--- src/rtl/linear_ctrl_pkg.sv ---
// Shared types and address-width helpers for the linear layer scheduler.
package linear_ctrl_pkg;

    typedef enum logic [2:0] {
        ST_IDLE,
        ST_ISSUE,
        ST_DRAIN,
        ST_FINAL,
        ST_OUTPUT
    } state_t;

    // Address widths never drop below one bit, so single-entry buffers still get a real port.
    function automatic int addr_width(input int depth);
        return (depth > 1) ? $clog2(depth) : 1;
    endfunction

    localparam int CHUNK_W = addr_width(4);
    localparam int WADDR_W = addr_width(16 * 4);
    localparam int NEUR_W  = addr_width(16);

endpackage

--- src/rtl/linear_layer_scheduler.sv ---
// Sequences one fully-connected layer through the shared vector multiplier,
// one output neuron at a time, and streams the corrected results downstream.
//
// state  | meaning
// IDLE   | waiting for start
// ISSUE  | one feature/weight chunk address per cycle
// DRAIN  | waiting for the last two partial sums to arrive
// FINAL  | apply bias and weight zero-point correction
// OUTPUT | result presented until the downstream accepts it
module linear_layer_scheduler
    import linear_ctrl_pkg::*;
#(
    parameter int PRECISION      = 8,
    parameter int BIAS_PRECISION = 32,
    parameter int NUM_CHUNKS     = 4,
    parameter int NUM_NEURONS    = 16,
    localparam int CHUNK_AW      = addr_width(NUM_CHUNKS),
    localparam int WADDR_AW      = addr_width(NUM_NEURONS * NUM_CHUNKS),
    localparam int NEUR_AW       = addr_width(NUM_NEURONS)
) (
    input  logic                      clk,
    input  logic                      rst,
    input  logic                      start,
    output logic                      busy,
    output logic                      done,
    output logic [CHUNK_AW-1:0]       feat_addr,
    output logic [WADDR_AW-1:0]       wgt_addr,
    output logic [NEUR_AW-1:0]        bias_addr,
    output logic                      mult_ce,
    input  logic [BIAS_PRECISION-1:0] mult_acc,
    input  logic [BIAS_PRECISION-1:0] mult_ai,
    input  logic [BIAS_PRECISION-1:0] bias_in,
    input  logic [PRECISION-1:0]      w_zp,
    output logic                      out_valid,
    input  logic                      out_ready,
    output logic [BIAS_PRECISION-1:0] out_data,
    output logic [NEUR_AW-1:0]        out_index
);

    state_t                    state, state_nxt;
    logic [CHUNK_AW-1:0]       chunk;
    logic [NEUR_AW-1:0]        neuron;
    logic [1:0]                valid_pipe;
    logic [BIAS_PRECISION-1:0] sum_acc, sum_ai;
    logic                      last_chunk, last_neuron, handshake;
    logic [BIAS_PRECISION-1:0] zp_ext, zp_corr, result;

    assign last_chunk  = (chunk == CHUNK_AW'(NUM_CHUNKS - 1));
    assign last_neuron = (neuron == NEUR_AW'(NUM_NEURONS - 1));
    assign handshake   = (state == ST_OUTPUT) && out_ready;

    // Zero point is unsigned; the product wraps at the accumulator width.
    assign zp_ext  = BIAS_PRECISION'(w_zp);
    assign zp_corr = zp_ext * sum_ai;
    assign result  = sum_acc + bias_in - zp_corr;

    always_ff @(posedge clk) begin
        if (rst) state <= ST_IDLE;
        else     state <= state_nxt;
    end

    always_comb begin
        state_nxt = state;
        case (state)
            ST_IDLE:   if (start) state_nxt = ST_ISSUE;
            ST_ISSUE:  if (last_chunk) state_nxt = ST_DRAIN;
            ST_DRAIN:  if (!valid_pipe[0]) state_nxt = ST_FINAL;
            ST_FINAL:  state_nxt = ST_OUTPUT;
            ST_OUTPUT: if (out_ready) state_nxt = last_neuron ? ST_IDLE : ST_ISSUE;
            default:   state_nxt = ST_IDLE;
        endcase
    end

    always_comb begin
        busy      = (state != ST_IDLE);
        out_valid = (state == ST_OUTPUT);
        mult_ce   = valid_pipe[0];
        bias_addr = neuron;
        feat_addr = '0;
        wgt_addr  = '0;
        if (state == ST_ISSUE) begin
            feat_addr = chunk;
            wgt_addr  = WADDR_AW'(neuron) * WADDR_AW'(NUM_CHUNKS) + WADDR_AW'(chunk);
        end
    end

    always_ff @(posedge clk) begin
        if (rst) begin
            chunk      <= '0;
            neuron     <= '0;
            valid_pipe <= '0;
            sum_acc    <= '0;
            sum_ai     <= '0;
            out_data   <= '0;
            out_index  <= '0;
            done       <= 1'b0;
        end else begin
            done       <= 1'b0;
            valid_pipe <= {valid_pipe[0], state == ST_ISSUE};
            // Multiplier output is only meaningful two cycles after its address went out.
            if (valid_pipe[1]) begin
                sum_acc <= sum_acc + mult_acc;
                sum_ai  <= sum_ai + mult_ai;
            end
            case (state)
                ST_IDLE: begin
                    if (start) begin
                        chunk   <= '0;
                        neuron  <= '0;
                        sum_acc <= '0;
                        sum_ai  <= '0;
                    end
                end
                ST_ISSUE: begin
                    chunk <= last_chunk ? '0 : chunk + CHUNK_AW'(1);
                end
                ST_FINAL: begin
                    out_data  <= result;
                    out_index <= neuron;
                end
                ST_OUTPUT: begin
                    if (handshake) begin
                        chunk   <= '0;
                        sum_acc <= '0;
                        sum_ai  <= '0;
                        if (last_neuron) begin
                            neuron <= '0;
                            done   <= 1'b1;
                        end else begin
                            neuron <= neuron + NEUR_AW'(1);
                        end
                    end
                end
                default: ;
            endcase
        end
    end

endmodule
--- config.mk ---
export PLATFORM = sky130hd
export DESIGN_NAME = linear_layer_scheduler
export DESIGN_NICKNAME = d
export VERILOG_FILES = /design/src/rtl/linear_ctrl_pkg.sv /design/src/rtl/linear_layer_scheduler.sv
export SDC_FILE = /design/constraint.sdc
export NUM_CORES = 1
export LEC_CHECK = 0
export ABC_AREA = 1
export ABC_CLOCK_PERIOD_IN_PS = 11050
export BUFFER_PORTS_ARGS = -buffer_cell sky130_fd_sc_hd__buf_2
export CAP_MARGIN = 10
export CORE_MARGIN = 1.5
export CORE_UTILIZATION = 45
export DETAILED_ROUTE_END_ITERATION = 8
export PLACE_DENSITY_LB_ADDON = 0.1
export SETUP_SLACK_MARGIN = 0.3
export SLEW_MARGIN = 10
export SYNTH_ARGS = -nofsm -noshare
export SYNTH_HDL_FRONTEND = slang
export SYNTH_SLANG_ARGS = --single-unit
export TNS_END_PERCENT = 5
--- constraint.sdc ---
create_clock -name clk -period 11.05 [get_ports clk]
set_input_delay 0.5525 -clock clk [delete_from_list [all_inputs] [get_ports clk]]
set_output_delay 0.5525 -clock clk [all_outputs]
set_load 0.01 [all_outputs]
# After elaboration in Yosys (flattened, before gate mapping)
# Index checks and enable logic that the tools add are counted.
op_classes:
  n_addsub: 7
  multipliers: 1
  eq_ne: 11
  n_mux: 25
  bitwise_logic: 2
  n_reduce_logical: 9
ops:
  columns: ["operator", "count"]
  rows:
  - ["32-bit two-way mux", 6]
  - ["32-bit case mux with 2 select lines", 2]
  - ["32-bit adder", 3]
  - ["8-bit by 32-bit multiplier with 32-bit output", 1]
  - ["32-bit subtractor", 1]
  - ["3-bit case mux with 5 select lines", 1]
  - ["3-bit two-way mux", 4]
  - ["4-bit two-way mux", 3]
  - ["2-bit two-way mux", 4]
  - ["4-bit case mux with 2 select lines", 1]
  - ["6-bit by 2-bit adder with 6-bit output", 1]
  - ["3-bit by 2-bit == test with 1-bit output (second input constant)", 2]
  - ["6-bit two-way mux", 1]
  - ["2-bit != test (second input constant)", 3]
  - ["2-bit case mux with 3 select lines", 1]
  - ["3-bit AND reduction", 2]
  - ["3-bit nonzero test", 2]
  - ["4-bit by 1-bit adder with 4-bit output (second input constant)", 1]
  - ["4-bit == test (second input constant)", 1]
  - ["2-bit by 1-bit != test with 1-bit output (second input constant)", 2]
  - ["4-bit AND reduction", 1]
  - ["3-bit by 1-bit == test with 1-bit output (second input constant)", 1]
  - ["3-bit == test (second input constant)", 1]
  - ["3-bit zero test", 1]
  - ["other kinds (7)", 9]
word_totals:
  register_bits: 112
  in_bits: 108
  wordCells: 64

# Depth between registers and ports, before layout
depth:
  word_depth: 4
  depth_mapped: 27

# Worst setup path before layout
# No wires, ideal clock.
synth_timing:
  path_type: "input -> register"
  startpoint: "in w_zp[5]"
  endpoint: "reg out_data[21]"
  setup_time_ns: 0.115
  arrival_ns: 4.913
  required_ns: 10.935
  slack_ns: 6.021
  path_stages: 20
  path_cell_list: "clkbuf_1 -> clkbuf_1 -> nand2_1 -> fa_1 -> fa_1 -> fa_1 -> fa_1 -> inv_1 -> fa_1 -> inv_1 -> ha_1 -> nand2_1 -> nor2_1 -> inv_1 -> nor2_1 -> inv_1 -> o211ai_1 -> nor2_1 -> o21ai_0 -> inv_1"
synth_via:
  elab_chain_cells: 2
synth_rtl:
  columns: ["element", "line", "source"]
  rows:
  - ["start: declaration", "linear_layer_scheduler.sv:33", "input logic [PRECISION-1:0] w_zp,"]
  - ["8-bit by 32-bit multiplier with 32-bit output", "linear_layer_scheduler.sv:54", "assign zp_corr = zp_ext * sum_ai;"]
  - ["32-bit subtractor", "linear_layer_scheduler.sv:55", "assign result = sum_acc + bias_in - zp_corr;"]
  - ["end signal: assignment", "linear_layer_scheduler.sv:118", "out_data <= result;"]
  - ["end: declaration", "linear_layer_scheduler.sv:36", "output logic [BIAS_PRECISION-1:0] out_data,"]
# Every way passes these cells.
# A chain may end at the register's enable or synchronous reset.

# Final worst setup path
layout_timing:
  startpoint: "in w_zp[1]"
  endpoint: "reg out_data[28]"
# Same word-level chain as after synthesis.

==> flow_summary.toml <==
[worst_setup_path]
cp_max_fo = 31
required_ns = 11.33
start_kind = "input port"
critical_path.slowest_cell = "buf_2"
end_kind = "flip-flop"
crit_arrival_ns = 5.74
worst-setup-path-type = "input port to flip-flop"
cpPeakStageDelay_ns = 0.58
crit_chain = "buf_2 > nand2_1 > inv_1 > fa_1 > inv_1 > fa_1 > fa_1 > fa_1 > inv_1 > fa_1 > inv_1 > ha_1 > nand2_1 > nor2_1 > inv_1 > nor3_1 > nand2_1 > nand3_1 > nand3_1 > nand3_1 > nand2_1 > nor2_1 > nor2_1"

[sta]
worst_pin_slew_ns = 0.988
fin_hold_ws_ns = 0.417
period_minus_slack_ns = 5.46
slew_violations = 0
clock-skew-final_ns = 0.0209
setup_violations = 0
fmax_mhz = 183
hold_violations = 0
relSlewSlack_pct = 34.1
fin_setup_tns_ns = 0
setup_ws_ns = 5.59
rsz0062_at_grt = "no"
fin_crit_sh_pct = 49.4

[route]
drt-pass1-iter-count = 5
wl_um = 53300
wire_per_inst_um = 16.2
drt_iter0_drc = 894
vias = 16169
post-route-drc-count = 0
vias_per_cell = 4.91
drtAntennaViolNets = 0

[layout]
layout-drive-gt1-share_pct = 7.00
final_core_util_pct = 49.0
nNetsFinal = 3204
n_fill_cell = 4133
diodes = 0
regArea_mm2 = 0.00224
area_growth_pct = 7.90
multi_input_area_mm2 = 0.0124

[synthesis]
netlist_instances = 2680
syn_avg_cell_area_um2 = 6.53
synth_top_area_share_pct = 24.9
yosysSeqAreaShare_pct = 12.8
ys.flop_type = "dfxtp_1"
synth_area_mm2 = 0.0175
ys_ff_latch = 112
yosys.area.top_type = "fa_1"
synth_warnings = 0
synth_nets = 3117
synth-edff-count = 0
yosys-top-cells-area = "fa_1, inv_1, nand2_1"
synthArstFlopShare_pct = 0
post_synth_num_cell_types = 44

[power_and_ir_drop]
p_clk_share_pct = 11.8
p_sw_w = 0.00169
total_power_w = 0.00301
power_density_mw_per_mm2 = 159
internal-power_w = 0.00132
power_frac_comb_pct = 71.6
swShare_pct = 56.2
p_seq_share_pct = 16.6
p_leak_nw = 10.6
ir_drop_mv = 0.106

[clock_network]
cts_tree = "built"
clkLatencyLatePin_ns = 0.40
cts_buffer_depth = 2
cts_hold_buf = 0
cts_root_buf = "clkbuf_16"
cts_resized = 0
postCtsSetupBuffers = 0
clkTransAtPathRegs_ns = 0.08
cts_sinks = 112
h-tree-depth = 3
cts_inserted_buffers = 9

[global_routing]
grt_pass1_vias = 16339
grt_pass1_wl_um = 87100
grt_overflow = 0
antenna_found_initial = 0
grt_max_degree = 82
grt_usage_pct = 27.4

[die]
die_w_um = 200
dieArea_mm2 = 0.0401
die_height_um = 200
rows = 72
design.portCount = 160
initial_core_util_pct = 45.4
fp.coreArea_mm2 = 0.0386

[place]
dp_hpwl_um = 44200
pre_cts_ws_ns = 5.27
place.gp.congestion = 0.994
io_buffer_count = 159

[worst_hold_path]
hold_class = "input port to flip-flop"

[flow_run]
cap_violations = 0

[status]
status = "completed"
## layer usage
metal	wire, µm	part of all wire [%]	GRT usage (%)
met5	0	0	0
met4	1480	2.8	8.94
met3	1800	3.4	2.34
met2	25300	48	47.5
met1	24600	46	36.1
## cell usage in the layout (no fill, tap or decap), types with 5 or more instances in the layout
cell type / n
dfxtp_1: 111
nand3b_1: 5
nand3_1: 115
fa_1: 218
ha_1: 111
nand4_1: 25
nor4_1: 9
o21ai_1: 6
buf_2: 159
inv_2: 7
a21oi_1: 145
xor2_1: 34
a21o_1: 9
xnor2_1: 7
o21ai_0: 116
nor3_1: 22
a21boi_0: 6
nand2_1: 637
o21a_1: 5
o211ai_1: 7
clkbuf_16: 9
nor2_1: 300
inv_1: 662
o21bai_1: 13
or2_2: 5
## stage by stage
step	cell area, µm²	cells
after floorplan	17500	2680
after global placement	18600	3274
after detailed placement	18600	3274
after CTS	18900	3290
after global routing	18900	3290
final	18900	3290
## synthesized netlist by cell type, types with 9 or more instances
| cell type | number |
|---|---|
| clkbuf_1 | 70 |
| nand2_1 | 637 |
| o21ai_0 | 116 |
| o21bai_1 | 13 |
| nor4_1 | 9 |
| nand3_1 | 115 |
| nand4_1 | 25 |
| nor2_1 | 300 |
| xor2_1 | 34 |
| a21oi_1 | 145 |
| inv_1 | 662 |
| a21o_1 | 9 |
| dfxtp_1 | 112 |
| fa_1 | 218 |
| nor3_1 | 22 |
| ha_1 | 111 |
## worst paths after layout
kind	from	end	slack [ns]	cells after the start
worst max-delay path	w_zp[1]	out_data[28]$_SDFFE_PP0P_	5.59	23
worst min-delay path	out_ready	done$_SDFF_PP0_	0.42	3
worst max register to register	sum_ai[6]$_SDFF_PP0_	out_data[28]$_SDFFE_PP0P_	5.72	20
worst min register to register	valid_pipe[0]$_SDFF_PP0_	valid_pipe[1]$_SDFF_PP0_	0.46	2
## final cells by class
class	count	share of cell area (%)
multi-input cells	1815	65.7
inverters	669	13.3
flip-flops and latches	112	11.9
repair buffers	160	4.25
well taps	518	3.43
clock buffers	11	1.23
clock inverters	5	0.252
## flip-flops by register name, summed over array words and instances, names as in the netlist
register and cells:
chunk 2, sum_acc 32, bias_addr 4, state 3
done 1, valid_pipe 2, out_index 4, sum_ai 32
out_data 32
## power groups by stage
stage	clock, W	sequential (W)	combinational (W)
after floorplan	0	0.000480	0.00154
after global placement	0	0.000508	0.00213
after detailed placement	0	0.000509	0.00214
after CTS	0.000364	0.000499	0.00215
after global routing	0.000377	0.000505	0.00247
final	0.000353	0.000499	0.00215
## logic make-up after synthesis
kind of cell,Yosys count,synth area share (%)
adder cells (fa/ha/maj),329,32.9
flip-flops,112,12.8
buffers and inverters,753,16.3
AO/OA/AOI/OAI,316,9.76
AND/OR/NAND/NOR,1129,26.2
XOR/XNOR,41,2.05
## critical path: cells and delay by family
family	cells	cell delay (ns)
buffers and inverters	6	0.98
adders and majority gates	6	2.72
and+or+nand+nor	11	1.46
Note: power is estimated with default switching activity, not from simulation.
